$ cat src/rtl/multicycle_ctrl.sv
// Main control FSM for the multicycle LEGv8 core: one step per clock, memory handshake on fetch/load/store.
// Build option: define ILLEGAL_TRAP_EN to trap unknown opcodes (TRAP state + sticky illegal_op).
//
// state  | meaning
// FETCH  | read instruction at PC, PC+4 -> PC on ack
// DECODE | branch target -> ALUOut, dispatch on opcode
// EXEC_R | R-type ALU operation
// R_WB   | write ALUOut to Rd
// ADDR   | effective address A + sext imm
// MEM_LD | data read, wait for ack
// LD_WB  | write MDR to Rt
// MEM_ST | data write, wait for ack
// CBZ_EX | compare Rt with zero, conditional PC write
// B_EX   | unconditional PC write from ALUOut
// TRAP   | unknown opcode, held until reset
module multicycle_ctrl #(
    parameter int OPC_W   = 11,
    parameter int STATE_W = 4
) (
    input  logic               clk,
    input  logic               rst,
    input  logic [OPC_W-1:0]   opcode,
    input  logic               zero,
    input  logic               mem_ack,
    output logic               mem_req,
    output logic               mem_we,
    output logic               iord,
    output logic               ir_write,
    output logic               pc_write,
    output logic               pc_write_cond,
    output logic               pc_src,
    output logic               alu_src_a,
    output logic [1:0]         alu_src_b,
    output logic [1:0]         alu_op,
    output logic               reg2loc,
    output logic               reg_write,
    output logic               mem_to_reg,
    output logic               illegal_op,
    output logic [STATE_W-1:0] dbg_state
);

    typedef enum logic [3:0] {
        S_FETCH  = 4'd0,
        S_DECODE = 4'd1,
        S_EXEC_R = 4'd2,
        S_R_WB   = 4'd3,
        S_ADDR   = 4'd4,
        S_MEM_LD = 4'd5,
        S_LD_WB  = 4'd6,
        S_MEM_ST = 4'd7,
        S_CBZ_EX = 4'd8,
        S_B_EX   = 4'd9,
        S_TRAP   = 4'd15
    } state_t;

    state_t state_q, state_d;

    // The branch condition is evaluated in the datapath (pc_write_cond & zero).
    logic unused_zero;
    assign unused_zero = zero;

    always_ff @(posedge clk) begin
        if (rst) state_q <= S_FETCH;
        else     state_q <= state_d;
    end

    always_comb begin
        state_d       = state_q;
        mem_req       = 1'b0;
        mem_we        = 1'b0;
        iord          = 1'b0;
        ir_write      = 1'b0;
        pc_write      = 1'b0;
        pc_write_cond = 1'b0;
        pc_src        = 1'b0;
        alu_src_a     = 1'b0;
        alu_src_b     = 2'b00;
        alu_op        = 2'b00;
        reg2loc       = 1'b0;
        reg_write     = 1'b0;
        mem_to_reg    = 1'b0;
        unique case (state_q)
            S_FETCH: begin
                mem_req   = 1'b1;
                alu_src_b = 2'b01;
                if (mem_ack) begin
                    ir_write = 1'b1;
                    pc_write = 1'b1;
                    state_d  = S_DECODE;
                end
            end
            S_DECODE: begin
                alu_src_b = 2'b11;
                casez (opcode)
                    11'b10001011000, 11'b11001011000,
                    11'b10001010000, 11'b10101010000: state_d = S_EXEC_R;
                    11'b11111000010:                  state_d = S_ADDR;
                    11'b11111000000: begin
                        reg2loc = 1'b1;
                        state_d = S_ADDR;
                    end
                    11'b10110100???: begin
                        reg2loc = 1'b1;
                        state_d = S_CBZ_EX;
                    end
                    11'b000101?????:                  state_d = S_B_EX;
`ifdef ILLEGAL_TRAP_EN
                    default:                          state_d = S_TRAP;
`else
                    default:                          state_d = S_FETCH;
`endif
                endcase
            end
            S_EXEC_R: begin
                alu_src_a = 1'b1;
                alu_op    = 2'b10;
                state_d   = S_R_WB;
            end
            S_R_WB: begin
                reg_write = 1'b1;
                state_d   = S_FETCH;
            end
            S_ADDR: begin
                alu_src_a = 1'b1;
                alu_src_b = 2'b10;
                if (opcode == 11'b11111000010)      state_d = S_MEM_LD;
                else if (opcode == 11'b11111000000) state_d = S_MEM_ST;
                else                                state_d = S_FETCH;
            end
            S_MEM_LD: begin
                mem_req = 1'b1;
                iord    = 1'b1;
                if (mem_ack) state_d = S_LD_WB;
            end
            S_LD_WB: begin
                reg_write  = 1'b1;
                mem_to_reg = 1'b1;
                state_d    = S_FETCH;
            end
            S_MEM_ST: begin
                mem_req = 1'b1;
                mem_we  = 1'b1;
                iord    = 1'b1;
                if (mem_ack) state_d = S_FETCH;
            end
            S_CBZ_EX: begin
                alu_src_a     = 1'b1;
                alu_op        = 2'b01;
                pc_write_cond = 1'b1;
                pc_src        = 1'b1;
                state_d       = S_FETCH;
            end
            S_B_EX: begin
                pc_write = 1'b1;
                pc_src   = 1'b1;
                state_d  = S_FETCH;
            end
            S_TRAP:  state_d = S_TRAP;
            default: state_d = S_FETCH;
        endcase
        // Reset is synchronous for state but must silence every strobe immediately.
        if (rst) begin
            mem_req       = 1'b0;
            mem_we        = 1'b0;
            iord          = 1'b0;
            ir_write      = 1'b0;
            pc_write      = 1'b0;
            pc_write_cond = 1'b0;
            pc_src        = 1'b0;
            alu_src_a     = 1'b0;
            alu_src_b     = 2'b00;
            alu_op        = 2'b00;
            reg2loc       = 1'b0;
            reg_write     = 1'b0;
            mem_to_reg    = 1'b0;
        end
    end

    assign dbg_state = rst ? '0 : STATE_W'(state_q);

`ifdef ILLEGAL_TRAP_EN
    logic illegal_q;

    always_ff @(posedge clk) begin
        if (rst)                  illegal_q <= 1'b0;
        else if (state_d == S_TRAP) illegal_q <= 1'b1;
    end

    assign illegal_op = illegal_q & ~rst;
`else
    assign illegal_op = 1'b0;
`endif

endmodule
$ cat config.mk
export PLATFORM = sky130hd
export DESIGN_NAME = multicycle_ctrl
export DESIGN_NICKNAME = d
export VERILOG_FILES = /design/src/rtl/multicycle_ctrl.sv
export SDC_FILE = /design/constraint.sdc
export NUM_CORES = 1
export LEC_CHECK = 0
export CAP_MARGIN = 20
export CORE_MARGIN = 5
export CORE_UTILIZATION = 30
export DETAILED_ROUTE_END_ITERATION = 8
export DONT_BUFFER_PORTS = 1
export PLACE_DENSITY = 0.46
export SYNTH_ARGS = -nofsm -noshare
export SYNTH_HDL_FRONTEND = slang
export SYNTH_SLANG_ARGS = --single-unit
$ cat constraint.sdc
create_clock -name clk -period 4.17 [get_ports clk]
set_input_delay 0.834 -clock clk [delete_from_list [all_inputs] [get_ports clk]]
set_output_delay 0.834 -clock clk [all_outputs]
set_load 0.05 [all_outputs]
## Word level (Yosys, flattened, before mapping)

Index checks and enable logic that the tools add are counted.

- Register bits after elaboration: 4
- Memory bits (writable): 0
- Logic and storage cells: 68
- Output and inout port bits: 20
- Latch bits: 0
- Memories: 0
- Input port bits: 15
- Memory bits (read-only): 0

- Eq/ne operators: 21
- Multiply operators: 0
- Bitwise operators: 0
- Reductions and logical operators: 10
- Magnitude comparators: 0
- Shift operators: 0
- Multiplexer cells: 36
- Divide/modulo/power cells: 0
- Add/sub/neg operators: 0

Operators by type and width:

| operator | number |
|---|---|
| == test 11 bit, second input constant | 6 |
| case mux 4 bit (7 select lines) | 1 |
| 2-to-1 mux 1 bit | 23 |
| == test 4 x 3 -> 1 bit, second input constant | 4 |
| 2-to-1 mux 4 bit | 4 |
| case mux 4 bit (4 select lines) | 1 |
| == test 4 bit, second input constant | 3 |
| OR reduction 2 bit | 5 |
| == test 4 x 2 -> 1 bit, second input constant | 2 |
| == test 8 bit, second input constant | 1 |
| == test 6 x 3 -> 1 bit, second input constant | 1 |
| 2-to-1 mux 3 bit | 2 |
| inequality test 2 bit, second input constant | 3 |
| case mux 2 bit (3 select lines) | 1 |
| OR reduction 3 bit | 2 |
| == test 4 x 1 -> 1 bit, second input constant | 1 |
| zero test 4 bit | 1 |
| 2-to-1 mux 2 bit | 2 |
| case mux 2 bit (2 select lines) | 1 |
| OR reduction 4 bit | 1 |
| AND reduction 3 bit | 1 |
| case mux 1 bit (2 select lines) | 1 |

## Logic depth before layout (Yosys ltp)

Gate-level depths: netlist of run 1.

- Depth after elaboration: 5
- Depth in mapped cells: 5
- Mapped depth without buffers: 4

## Worst setup path before layout of run 1

No wires, ideal clock.

- Path type: input to output
- Start point: input rst
- End point: output alu_op[0]
- Arrival: 3.183 ns
- Setup slack: 0.153 ns
- Stages on the path: 2
- Required time: 3.336 ns
- Cell sequence: nor4b_1 -> and2_1

- Word-level cells in the longest chain between the ends: 1

Ends and longest elaborated chain:

| element | line | RTL |
|---|---|---|
| start: declaration | 21 | `input logic rst,` |
| 2-to-1 mux 2 bit | 162 | `if (rst) begin` |
| end: declaration | 34 | `output logic [1:0] alu_op,` |

No other way between the ends.

## Final worst setup path of run 1

- Start point: input opcode[5]
- End point: output reg2loc

- Word-level cells in the longest chain between the ends: 5

Ends and longest elaborated chain:

| element | line | RTL |
|---|---|---|
| start: declaration | 22 | `input logic [OPC_W-1:0] opcode,` |
| == test 11 bit / == test 8 bit (equally long branches) | 94 | `casez (opcode)` |
| OR reduction 2 bit (no source line) (*) | n/a |  |
| 2-to-1 mux 1 bit (*) | 94 |  |
| 2-to-1 mux 1 bit (*) | 82 | `unique case (state_q)` |
| 2-to-1 mux 1 bit (*) | 162 |  |
| end: declaration | 35 | `output logic reg2loc,` |

Mark *: on every way between the ends. The rest lies on a longest branch, timed or not.

==> results of run 1 <==
==> worst max-delay path by stage <==
| stage | from | cells after the start | endpoint |
|---|---|---|---|
| floorplan | rst | 2 | alu_op[0] |
| global placement | opcode[5] | 4 | reg2loc |
| detailed placement | opcode[5] | 4 | reg2loc |
| CTS | opcode[5] | 4 | reg2loc |
| global route | state_q[0] | 3 | reg_write |
| finish | opcode[5] | 4 | reg2loc |
==> placed cells by master (no fill, tap or decap), drive strengths merged <==
| master | n |
|---|---|
| a2111oi | 1 |
| a211oi | 5 |
| a21bo | 1 |
| a21o | 1 |
| a21oi | 3 |
| a311oi | 1 |
| a31oi | 1 |
| and2 | 2 |
| and3 | 2 |
| buf | 9 |
| clkbuf | 3 |
| clkinv | 1 |
| conb | 1 |
| dfxtp | 4 |
| inv | 3 |
| mux2 | 1 |
| nand2 | 3 |
| nand2b | 7 |
| nand3 | 1 |
| nand4bb | 2 |
| nor2 | 5 |
| nor2b | 2 |
| nor3 | 14 |
| nor3b | 2 |
| nor4 | 6 |
| nor4b | 2 |
| o2111ai | 1 |
| o211a | 1 |
| o21ai | 6 |
| o21bai | 1 |
| o31a | 1 |
| or3 | 2 |
| or4b | 1 |
| xnor2 | 1 |
| xor2 | 1 |
==> power by group through the flow <==
| stage | sequential (mW) | clock (mW) | combinational (mW) |
|---|---|---|---|
| 2_1_floorplan | 0.0403 | 0 | 0.0381 |
| 3_3_place_gp | 0.0452 | 0 | 0.0366 |
| 3_5_place_dp | 0.0451 | 0 | 0.0368 |
| 4_1_cts | 0.0445 | 0.0500 | 0.0370 |
| 5_1_grt | 0.0452 | 0.0524 | 0.0391 |
| 6_report | 0.0446 | 0.0477 | 0.0367 |
==> metal layers <==
layer,share of wire,track usage,routed length [um]
met5,0,0,0
met2,0.43,0.1694,796
met1,0.48,0.1355,884
met3,0.085,0.02673,156
met4,0,0.009934,0
==> cell families (layout without fill, tap and decap cells) <==
logic type | count (synthesis) | count (layout) | synth area share
simple gates | 51 | 51 | 0.4872
compound gates | 23 | 23 | 0.2326
buf+inv | 14 | 16 | 0.1154
flops | 4 | 4 | 0.1172
xor+xnor | 2 | 2 | 0.02565
other cells | 1 | 1 | 0.005489
mux | 1 | 1 | 0.01648
==> final cells by class <==
type | instances | share of cell area
inverters | 4 | 0.01939
well taps | 28 | 0.04523
multi-input cells | 78 | 0.7157
flip-flops and latches | 4 | 0.1034
repair buffers | 9 | 0.08724
clock buffers | 3 | 0.02908
==> through the flow <==
stage	instances	hold WS [ps]
after global routing	126	667.5
after detailed placement	123	829.8
final	126	671.4
after CTS	126	662.4
after global placement	123	831.4
after floorplan	96	620.1
==> flow_summary.yaml, run 1 <==
timing:
  timing.final.crit_share: 0.7418
  hold_viol_final: 0
  setup_ws_ps: 1077
  drv_slew: 0
  relSlewSlack: 0.3727
  finClkSkew_ps: 0.06181
  period_needed_ps: 3093
  setup_tns_ps: 0
  worst_slew_pin_slew_ps: 939.0
  max_freq_mhz: 323.3
  rsz0062_at_grt: "no"
  setup_violations: 0
global_route:
  grt_antenna_before_repair: 0
  grt-ovfl-total: 0
  grt_pass1_wl_mm: 2.801
  grt_pass1_vias: 665
  grt_max_degree: 26
  grt_usage: 0.1016
critical_path:
  worst_ep_arrival_time_ps: 2260
  r2r_slack_ps: 2300
  reg2reg_to: "state_q[3]"
  critical_path_buf_inv_count: 0
  r2r_cells: 4
  crit_type: "in2out"
  crit_slowest_cell: "or4b_4"
  max_stage_delay_ps: 520
  critPathCaptureType: "primary output"
  cp-start-kind: "primary input"
  rr_startpoint: "state_q[3]"
  cp.required_ps: 3340
  path_max_fanout: 3
  cp_cell_sequence: "or4b_4 -> or3_4 -> nor2_1 -> o211a_1"
  critPathTopFamily: "simple AND/OR/NAND/NOR gates"
synth:
  synthArstFlopShare: 0
  synth_warnings: 0
  ys_ff_latch: 4
  synthDistinctLibCells: 43
  ys_top_cells_by_count: "nor3_1 (13), nor4_1 (6)"
  synth.area.top_cells: "dfxtp_1 (12%), nor3_1 (9.5%), a211oi_1 (5.5%), buf_4 (5.5%), nor4_1 (5.5%)"
  synth.most_common_cell: "nor3_1"
  syn_inst: 96
  synth-edff-count: 0
  synthFlopType: "dfxtp_1"
  syn_area_per_cell_um2: 7.116
  netlist.top_cell.by_area: "dfxtp_1"
  syn_area_um2: 683.2
  synth_fp_nets: 111
  synth-seq-area-share: 0.1172
  netlist.area_leader.share: 0.1172
pwr:
  peakVddDrop_mv: 0.1344
  power.leakage_nw: 0.2730
  pwr-share-clk: 0.370
  pwr-share-comb: 0.285
  powerDensity_mw_per_mm2: 166.7
  switching_share: 0.3563
  p_int_uw: 83.09
  p_switching_uw: 45.99
  finalPower_uw: 129.1
  pwr-share-seq: 0.345
final_layout:
  syn_to_final_growth_pct: 13.37
  final_layout_size_suffix_gt1_frac: 0.2653
  fillers: 236
  multi_input_area_um2: 554.3
  largest_reg_flops: 4
  final_cell_area_um2: 774.5
  final_util: 0.3535
  regArea_um2: 80.08
  reg_top3: "state_q (4)"
  nets: 115
  regMostFlops: "state_q"
  diodes: 0
die:
  rows: 17
  die_w_um: 57.72
  die_area_mm2: 0.003332
  fp.dieH_um: 57.72
  start_util: 0.3118
  num_io_pins: 35
  core_area_mm2: 0.002191
place:
  gp_congestion: 0.7210
  place_area_um2: 752.0
  dpl_worst_slack_ps: 1066
  port_buffers: 0
  place.detailed.hpwl_mm: 1.341
cts:
  clock-sinks: 4
  path_clk_slew_ps: 40
  clockBufferDepth: 2
  insertion_delay_ps: 230
  cts_hold_buf: 0
  cts_buffers: 3
  cts_tree: "done"
  cts.repair.resized: 0
  cts-root-buf: "clkbuf_4"
  post_cts_buffers: 0
  htreeDepth: 1
hold_path:
  worstHoldPathCells: 1
  min_from: "rst"
  hp-class: "in2reg"
  hold_path_end: "state_q[3]"
route:
  drc: 0
  wl_per_cell_um: 14.58
  vias: 732
  firstDrtPassIters: 4
  drtAntennaViolNets: 0
  viasPerCell: 5.810
  drt_iter0_markers: 14
  drt-total-wl_mm: 1.837
flow_run:
  max_cap_viol_count: 0
run_status:
  status: "finished, final reports clean"
(Power assumes the default switching activity.)
==> run 2: changes to the inputs <==
- PLACE_DENSITY: 0.46 -> 0.47
- clock period: 4.17 -> 2.6 ns (I/O delays scaled with it)
==> run 2 against run 1 <==
Via count grew 6.8%. Cell count grew 11%. Hold slack lost 310 ps. Register-to-register slack lost 1400 ps.
==> flow_summary.yaml, run 2 (synthesis gave the netlist of run 1 again) <==
run_status:
  status: "finished, final reports clean"
cts:
  cts_buffers: 3
  cts_hold_buf: 0
  cts_tree: "done"
  clockBufferDepth: 2
  post_cts_buffers: 0
  cts.repair.resized: 0
  clock-sinks: 4
  htreeDepth: 1
  insertion_delay_ps: 240
  path_clk_slew_ps: 40
  cts-root-buf: "clkbuf_4"
timing:
  setup_violations: 0
  period_needed_ps: 2379
  rsz0062_at_grt: "no"
  setup_tns_ps: 0
  max_freq_mhz: 420.3
  setup_ws_ps: 221.0
  worst_slew_pin_slew_ps: 633.7
  drv_slew: 0
  relSlewSlack: 0.5770
  timing.final.crit_share: 0.9150
  hold_viol_final: 0
  finClkSkew_ps: 3.181
critical_path:
  rr_startpoint: "state_q[3]"
  cp-start-kind: "primary input"
  worst_ep_arrival_time_ps: 1860
  path_max_fanout: 3
  critPathCaptureType: "primary output"
  r2r_slack_ps: 870
  crit_type: "in2out"
  cp.required_ps: 2080
  r2r_cells: 4
  reg2reg_to: "state_q[3]"
die:
  num_io_pins: 35
  die_area_mm2: 0.003332
  rows: 17
  fp.dieH_um: 57.72
  core_area_mm2: 0.002191
  start_util: 0.3118
  die_w_um: 57.72
final_layout:
  reg_top3: "state_q (4)"
  largest_reg_flops: 4
  fin_cells: 140
  final_layout_size_suffix_gt1_frac: 0.3571
  final_common_cell: "buf_4"
  nets: 129
  syn_to_final_growth_pct: 38.64
  diodes: 0
  final_util: 0.4323
  layout_common_cells: "buf_4 (19), nor3_1 (13), nand2b_1 (5), nor2_1 (5)"
  regMostFlops: "state_q"
flow_run:
  max_cap_viol_count: 0
route:
  wl_per_cell_um: 14.46
  drt-total-wl_mm: 2.024
  drtAntennaViolNets: 0
  viasPerCell: 5.586
  vias: 782
  drc: 0
  firstDrtPassIters: 4
  drt_iter0_markers: 13
global_route:
  grt_usage: 0.1236
  grt_pass1_vias: 744
  grt_max_degree: 17
  grt-ovfl-total: 0
  grt_antenna_before_repair: 0
  grt_pass1_wl_mm: 3.360
hold_path:
  worstHoldPathCells: 1
  min_from: "rst"
  hp-class: "in2reg"
  hold_path_end: "state_q[3]"
place:
  port_buffers: 0
  dpl_worst_slack_ps: 220.2
  dp_cells: 137
  gp_congestion: 0.8661
  place.detailed.hpwl_mm: 1.577
pwr:
  power.leakage_nw: 0.3630
  peakVddDrop_mv: 0.1328
  powerDensity_mw_per_mm2: 231.3
  finalPower_uw: 219.1
-- run 2: changes by cell type in the layout (fill, tap and decap cells not counted), sizes merged --
cell  before  now
buf        9   23
-- run 2: metal layers --
metal	up-vias	share of wire	GRT usage
li1	388	-	-
met1	373	0.47	0.1621
met2	21	0.47	0.1887
met3	0	0.055	0.03563
met4	0	0	0.04967
met5	-	0	0
-- run 2: metrics by stage --
stage                     hold slack, ps  area (um^2)
after floorplan                    621.7        730.7
after global placement             604.1        924.6
after detailed placement           601.5        924.6
after CTS                          345.8        947.2
after global routing               332.2        947.2
final                              358.6        947.2
-- run 2: layout make-up --
class | instances | area [um^2]
clock buffers | 3 | 22.52
inverters | 4 | 15.01
repair buffers | 23 | 222.7
multi-input cells | 78 | 571.8
well taps | 28 | 35.03
fillers | 233 | 1244
flip-flops and latches | 4 | 80.08
-- run 2: how the worst max path moves through the flow --
stage | end | from | slack [ps] | cells after the start
after CTS | reg2loc | opcode[5] | 210 | 5
after floorplan | mem_to_reg | state_q[1] | -50 | 4
final | reg2loc | opcode[5] | 220 | 5
after detailed placement | reg2loc | opcode[5] | 220 | 5
after global routing | reg2loc | opcode[5] | 170 | 5
after global placement | reg2loc | opcode[5] | 230 | 5
-- run 2: critical path, cell delays in order --
cell and delay [ps]:
or4b_4 520, or3_4 390, nor2_1 100, o211a_1 180
buf_12 140
-- run 2: where the power goes --
part	leakage (nW)	internal [mW]	switching [mW]
registers	0.0325	0.0630	0.00545
clock network	0.0138	0.0517	0.0265
logic	0.317	0.0269	0.0454
total	0.363	0.142	0.0774
==> run 3: changes to the inputs <==
- CTS_CLUSTER_SIZE: not set -> 16
- SKIP_LAST_GASP: not set -> 1
==> results of run 3 <==
Same layout as run 2: the final DEF is identical, and so are final timing and power.
